`src/rtl/hv_iso_rx.sv`:
```
// hv_iso_rx: HV-side receiver for the isolated single-wire command link (oversampled, CRC-8, stop check).
// Optional link-loss timeout enabled by defining HV_RX_TMO_EN.
`default_nettype none

module hv_iso_rx #(
  parameter int OVS     = 8,
  parameter int DATA_W  = 16,
  parameter int TMO_CYC = 4096
) (
  input  logic              clk,
  input  logic              rst,
  input  logic              iso_rxd,
  output logic [DATA_W-1:0] rx_data,
  output logic              rx_vld,
  output logic              crc_err,
  output logic              frm_err,
  output logic              rx_busy,
  output logic              link_lost
);

  localparam int CNT_W = $clog2(OVS);
  localparam int IDX_W = $clog2(DATA_W + 8);

  typedef enum logic [2:0] {
    IDLE  = 3'd0,
    START = 3'd1,
    DATA  = 3'd2,
    CRC   = 3'd3,
    STOP  = 3'd4
  } state_t;

  state_t            state, state_nxt;
  logic              sync1, rxd_s, rxd_d, armed;
  logic [CNT_W-1:0]  bit_cnt;
  logic [IDX_W-1:0]  bit_idx;
  logic [DATA_W-1:0] data_sr;
  logic [7:0]        crc_rx, crc_calc, crc_step;
  logic              fall, samp, start_samp, state_chg;

  assign fall       = rxd_d & ~rxd_s;
  assign samp       = (bit_cnt == CNT_W'(OVS - 1));
  assign start_samp = (bit_cnt == CNT_W'(OVS / 2 - 1));
  assign state_chg  = (state_nxt != state);
  assign rx_busy    = (state != IDLE);
  assign crc_step   = {crc_calc[6:0], 1'b0} ^ ((crc_calc[7] ^ rxd_s) ? 8'h07 : 8'h00);

  always_ff @(posedge clk or posedge rst) begin
    if (rst) begin
      sync1 <= 1'b1;
      rxd_s <= 1'b1;
      rxd_d <= 1'b1;
    end else begin
      sync1 <= iso_rxd;
      rxd_s <= sync1;
      rxd_d <= rxd_s;
    end
  end

  always_ff @(posedge clk or posedge rst) begin
    if (rst) state <= IDLE;
    else     state <= state_nxt;
  end

  always_comb begin
    state_nxt = state;
    case (state)
      IDLE:    if (armed && fall) state_nxt = START;
      START:   if (start_samp) state_nxt = rxd_s ? IDLE : DATA;
      DATA:    if (samp && bit_idx == IDX_W'(DATA_W - 1)) state_nxt = CRC;
      CRC:     if (samp && bit_idx == IDX_W'(7)) state_nxt = STOP;
      STOP:    if (samp) state_nxt = IDLE;
      default: state_nxt = IDLE;
    endcase
  end

  // Bit timing: counters restart on every state change so each phase measures from its own entry.
  always_ff @(posedge clk or posedge rst) begin
    if (rst) begin
      bit_cnt <= '0;
      bit_idx <= '0;
    end else if (state_chg || state == IDLE) begin
      bit_cnt <= '0;
      bit_idx <= '0;
    end else begin
      bit_cnt <= samp ? '0 : bit_cnt + 1'b1;
      if (samp && (state == DATA || state == CRC)) bit_idx <= bit_idx + 1'b1;
    end
  end

  always_ff @(posedge clk or posedge rst) begin
    if (rst) begin
      data_sr  <= '0;
      crc_rx   <= '0;
      crc_calc <= '0;
      rx_data  <= '0;
      rx_vld   <= 1'b0;
      crc_err  <= 1'b0;
      frm_err  <= 1'b0;
      armed    <= 1'b1;
    end else begin
      rx_vld  <= 1'b0;
      crc_err <= 1'b0;
      frm_err <= 1'b0;
      if (rxd_s) armed <= 1'b1;
      if (state == IDLE && fall) crc_calc <= '0;
      if (samp) begin
        case (state)
          DATA: begin
            data_sr  <= {data_sr[DATA_W-2:0], rxd_s};
            crc_calc <= crc_step;
          end
          CRC: crc_rx <= {crc_rx[6:0], rxd_s};
          STOP: begin
            // Disarm after a bad stop so a stuck-low line reports only once.
            if (!rxd_s) begin
              frm_err <= 1'b1;
              armed   <= 1'b0;
            end else if (crc_rx == crc_calc) begin
              rx_data <= data_sr;
              rx_vld  <= 1'b1;
            end else begin
              crc_err <= 1'b1;
            end
          end
          default: ;
        endcase
      end
    end
  end

`ifdef HV_RX_TMO_EN
  localparam int TMO_W = $clog2(TMO_CYC);
  logic [TMO_W-1:0] tmo_cnt;

  always_ff @(posedge clk or posedge rst) begin
    if (rst) begin
      tmo_cnt   <= '0;
      link_lost <= 1'b0;
    end else if (rx_vld) begin
      tmo_cnt   <= '0;
      link_lost <= 1'b0;
    end else if (tmo_cnt != TMO_W'(TMO_CYC - 1)) begin
      tmo_cnt <= tmo_cnt + 1'b1;
      if (tmo_cnt == TMO_W'(TMO_CYC - 2)) link_lost <= 1'b1;
    end
  end
`else
  assign link_lost = 1'b0;
`endif

endmodule

`default_nettype wire
```
`config.mk`:
```
export PLATFORM = sky130hd
export DESIGN_NAME = hv_iso_rx
export DESIGN_NICKNAME = d
export VERILOG_FILES = /design/src/rtl/hv_iso_rx.sv
export SDC_FILE = /design/constraint.sdc
export NUM_CORES = 1
export LEC_CHECK = 0
export BUFFER_PORTS_ARGS = -buffer_cell sky130_fd_sc_hd__buf_2
export CAP_MARGIN = 10
export CORE_MARGIN = 5
export CORE_UTILIZATION = 50
export DETAILED_ROUTE_END_ITERATION = 10
export PLACE_DENSITY = 0.74
export SYNTH_ARGS = -nofsm -noshare
export SYNTH_HDL_FRONTEND = slang
export SYNTH_SLANG_ARGS = --single-unit
```
`constraint.sdc`:
```
create_clock -name clk -period 4.8 [get_ports clk]
set_input_delay 0.72 -clock clk [delete_from_list [all_inputs] [get_ports clk]]
set_output_delay 0.72 -clock clk [all_outputs]
set_load 0.02 [all_outputs]
```
# Word-level counts from Yosys, hierarchy flattened
# Index checks and enable logic that the tools add are counted.
[totals] reg_bits=66 latch_bits=0 ramBits=0 romBits=0 output_inout_bits=21 mem_count=0
[classes] n_addsub=2 n_mul=0 div=0 n_lt_le_gt_ge=0 eq_ne=10 shifts=0 n_mux=30 n_bitwise=4 reduce_logical=13
[op_table] op="3-bit 2-to-1 mux" count=8
[op_table] op="8-bit 2-to-1 mux" count=3
[op_table] op="1-bit 2-to-1 mux" count=15
[op_table] op="3-bit one-hot mux with 5 select lines" count=1
[op_table] op="5-bit 2-to-1 mux" count=2
[op_table] op="3-bit by 2-bit == test with 1-bit output, second input constant" count=3
[op_table] op="8-bit == test" count=1
[op_table] op="8-bit by 3-bit XOR with 8-bit output" count=1
[op_table] op="3-bit == test, second input constant" count=2
[op_table] op="5-bit by 1-bit adder with 5-bit output, second input constant" count=1
[op_table] op="5-bit by 3-bit == test with 1-bit output, second input constant" count=1
[op_table] op="5-bit by 4-bit == test with 1-bit output, second input constant" count=1
[op_table] op="1-bit logical AND" count=5
[op_table] op="2-bit AND reduction" count=2
[op_table] op="4-bit AND reduction" count=1
[op_table] op="3-bit by 1-bit adder with 3-bit output, second input constant" count=1
[op_table] op="3-bit by 1-bit == test with 1-bit output, second input constant" count=1
[op_table] op="3-bit logical NOT" count=1
[op_table] op="3-bit inequality test" count=1
[op_table] op="3-bit nonzero test" count=1
[op_table] op="1-bit logical OR" count=2
[op_table] op="2-bit 2-to-1 mux" count=1
[op_table] op="2-bit nonzero test" count=1
[op_table] op="1-bit bitwise AND" count=1
[op_table] op="other kinds (2)" count=2

# Longest topological paths before layout
[logic_depth] depth_word=8 ltp_mapped=8

# Worst setup path before layout
# Ideal clock, no wire load.
[synth_path] kind="register -> register" start="register bit_cnt[0]" end="register bit_idx[4]" arrival_time_ps=1840 path_slack_ps=2853 path_stages_with_launch=9 path_buffers=2 synth_period_minus_slack_ps=1947 path_cell_list="dfrtp_1 > ha_1 > ha_1 > buf_4 > and4bb_1 > buf_6 > a32oi_4 > a211oi_4 > a2111oi_4"
[synth_via] elab_chain_len=7 elab_cells_between_ends=14 cone_classes="3 x eq/ne; 6 x mux; 5 x reduce/logical"
[synth_rtl] element="start: declaration" line="34" rtl="logic [CNT_W-1:0] bit_cnt;"
[synth_rtl] element="start signal: assignment" line="85" rtl="bit_cnt <= samp ? '0 : bit_cnt + 1'b1;"
[synth_rtl] element="3-bit == test" line="41" rtl="assign samp = (bit_cnt == CNT_W'(OVS - 1));"
[synth_rtl] element="1-bit logical AND, on equally long branches" line="70, 69"
[synth_rtl] element="3-bit 2-to-1 mux, on equally long branches" line="70, 69"
[synth_rtl] element="3-bit one-hot mux with 5 select lines" line="66" rtl="case (state)"
[synth_rtl] element="3-bit inequality test" line="43" rtl="assign state_chg = (state_nxt != state);"
[synth_rtl] element="1-bit logical OR" line="81" rtl="end else if (state_chg || state == IDLE) begin"
[synth_rtl] element="5-bit 2-to-1 mux / 2-bit nonzero test (equally long branches)"
[synth_rtl] element="end signal: assignment" line="86" rtl="if (samp && (state == DATA || state == CRC)) bit_idx <= bit_idx + 1'b1;"
[synth_rtl] element="end: declaration" line="35" rtl="logic [IDX_W-1:0] bit_idx;"
# Parallel ways exist; a longest one is shown, timed or not.
# A chain may end at the register's enable or synchronous reset.

# Worst setup path in the final report
[layout_path] start="register bit_cnt[0]" end="register bit_idx[3]"
# The elaborated chain is that of the path after synthesis.

==> results.md <==
- Antenna viol nets, final: 0
- Worst Setup End Kind: flip-flop
- Number of global-route vias before repair: 1660
- Hold Fails Final Rpt: 0
- Largest net degree at the start of global routing: 42
- Routing usage on met3: 6.08%
- Gr usage total: 13.9%
- Cts repair resizes: 0
- Skew final: 0.00647 ns
- Largest incremental delay on the critical path: 0.99 ns
- DR vias: 1577
- Max-cap violations: 0
- Hold Crit Class: reg -> reg
- First DRT Iteration DRCs: 76
- Post-synthesis register bit count: 66
- CP Data Required Time: 4.98 ns
- Post-Syn Nets: 211
- Peak supply drop: 330 uV
- Die width: 86.6 um
- Worst r2r path cells: 6
- CP Capture Point: bit_idx[3]
- Mean post-synth cell area: 14.4 sq um
- Port bufs: 22
- Rel. slew slack: 27.5%
- Worst-path cell chain: ha_1 > ha_1 > and4bb_1 > a32oi_4 > a211oi_4 > nor3_1
- Rows: 27
- M2 GR Usage: 20.1%
- Synth Warn #: 0
- RSZ-0062 raised after global routing: no
- Core area: 5610 sq um
- CTS Root Cell: clkbuf_8
- Most frequent cells in the layout: 62 x dfrtp_1, 31 x mux2_2, 22 x buf_2
- CTS H-Tree Depth: 3
- GR peak layer: met2
- Final total power: 1.34 mW
- Post-CTS Hold Fix Bufs: 0
- Final setup TNS: 0 ns
- Cts bufs inserted: 9
- CP Buf/Inv Count: 0
- R2r endpoint: bit_idx[3]
- # DRC: 0
- Post-synth EDFFs: 0
- Critical Path Stages: 6
- Area Overhead vs Synth: 12.1%
- Post-synth ARST share: 100%
- Post-DP HPWL: 3020 um
- Critical path class: reg -> reg
- Clk sink count: 66
- Critical path arrival: 3.03 ns
- Final wirelength: 4540 um
- Antenna diode instance count: 0
- Commonest non-fill, non-tap cell in the layout: dfrtp_1
- Fill cell count: 452
- Family with the most delay on the worst path: simple AND/OR/NAND/NOR gates
- Layout cells sized above 1: 40.7%
- Dominant synthesized flop cell: dfrtp_1
- Met1 usage: 18.5%
- Final setup fails: 0
- DIE AREA: 7490 sq um
- Worst-Skew Late Latency: 0.33 ns
- FF-to-FF Start: bit_cnt[0]
- CP Max Fanout: 26
- Slew Limit Fails: 0
- Antenna violations before repair: 0
- Reg-to-reg slack, setup: 1.95 ns
- Seq/Total Area, Yosys: 56.5%
- First-pass GRT wire length: 7970 um
- Mapped Cells: 203
- GPL Wtd Cong: 0.833
- CP dominant cell by count: ha_1
- Initial cell density of the core: 52.3%
- Post-layout min period: 2.85 ns
- Fmax: 0.350 GHz
- Setup crit start: bit_cnt[0]
- Hold Path Depth: 0
- Number of detailed-route iterations in the first pass: 4
- Worst path slowest cell: and4bb_1
- Setup Buffers After CTS: 0
- DR vias/cell: 5.20
- NumNets Final: 234
- CTS tree: built
- Clock Path Buffers: 2
- Critical path startpoint category: flip-flop
- Overflow after GRT: 0
- Slew @ Worst Pin: 1.09 ns
- Yosys cell types: 45
- Top Ports: 24
- P_leak: 1.60 nW
- Final worst path period share: 59.5%
- Run status: finished clean
- Total power per unit cell area: 409 nW/um^2
- Clock transition at the registers of the reported paths: 0.07 ns
- Mapped cell area: 2930 sq um
- Avg WL per Cell: 15.0 um
- Die span in y: 86.6 um
==> registers in the layout, summed over array words and instances (netlist names) <==
signal,count
data_sr,16
rx_data,16
crc_calc,8
crc_rx,8
bit_idx,5
bit_cnt,3
state,3
armed,1
crc_err,1
frm_err,1
rx_vld,1
rxd_d,1
rxd_s,1
sync1,1
==> metal layers <==
metal  vias to the layer above  part of all wire (%)
li1                        765                     -
met1                       777                    47
met2                        30                    48
met3                         5                   5.0
met4                         0                  0.88
met5                         -                     0
==> worst min path at each step <==
stage | endpoint | from | slack [ns]
floorplan | rxd_s | sync1 | 0.35
global placement | rxd_s | sync1 | 0.35
detailed placement | rxd_s | sync1 | 0.35
CTS | rxd_s | sync1 | 0.36
global route | rxd_s | sync1 | 0.36
finish | rxd_s | sync1 | 0.36
==> cells by family (layout without fill, tap and decap cells) <==
| group | after synthesis | in the layout | share of synthesized area (%) |
|---|---|---|---|
| other | 1 | 1 | 0.128 |
| AO/OA/AOI/OAI | 19 | 19 | 6.66 |
| flip-flops | 66 | 66 | 56.5 |
| adder cells (fa/ha/maj) | 5 | 5 | 2.13 |
| multiplexers | 41 | 41 | 16.9 |
| AND/OR/NAND/NOR | 39 | 39 | 9.43 |
| XOR/XNOR | 14 | 14 | 4.18 |
| buffers and inverters | 18 | 46 | 4.10 |
==> cells in the mapped netlist (2+ instances only) <==
library cell  number  area share [%]
xor2_1             2            0.60
a22o_1             8             2.4
ha_1               5             2.1
nand3_1            2            0.34
nand2_1            7            0.90
mux2_2            31              12
mux2_4             9             4.6
nor2b_1            3            0.64
nor3_1             5            0.85
dfstp_2            4             3.6
buf_6              3             1.2
buf_4              4             1.0
a21oi_1            2            0.34
dfrtp_1           62              53
inv_1              7            0.90
nand4_1            3            0.64
xnor2_1           12             3.6
buf_2              3            0.51
nor2_1             5            0.64
==> stage by stage <==
stage | cell area (sq um) | setup slack [ns] | hold slack (ns) | cells | util, %
after floorplan | 2930 | 2.43 | 0.345 | 203 | -
after global placement | 3050 | 2.04 | 0.348 | 287 | 54.3
after detailed placement | 3050 | 1.92 | 0.348 | 287 | 54.3
after CTS | 3290 | 1.92 | 0.358 | 303 | 58.6
after global routing | 3290 | 1.73 | 0.359 | 303 | 58.6
final | 3290 | 1.95 | 0.357 | 303 | 58.6
==> final cells by class <==
type / instances / area [sq um] / area share (%)
tap: 72 / 90.1 / 2.74
clock buffer: 9 / 124 / 3.77
clock inverter: 7 / 118 / 3.58
multi-input combinational: 119 / 1150 / 35.1
timing repair buffer: 23 / 118 / 3.58
inverter: 7 / 26.3 / 0.799
sequential: 66 / 1660 / 50.4
==> power by group <==
| group | switching, mW | internal, mW | total (mW) | leakage, nW |
|---|---|---|---|---|
| Sequential | 0.0396 | 0.577 | 0.616 | 0.903 |
| Combinational | 0.110 | 0.0664 | 0.176 | 0.578 |
| Clock | 0.206 | 0.345 | 0.550 | 0.123 |
| Total | 0.355 | 0.988 | 1.34 | 1.60 |
Power figures use the tool's default switching activity.
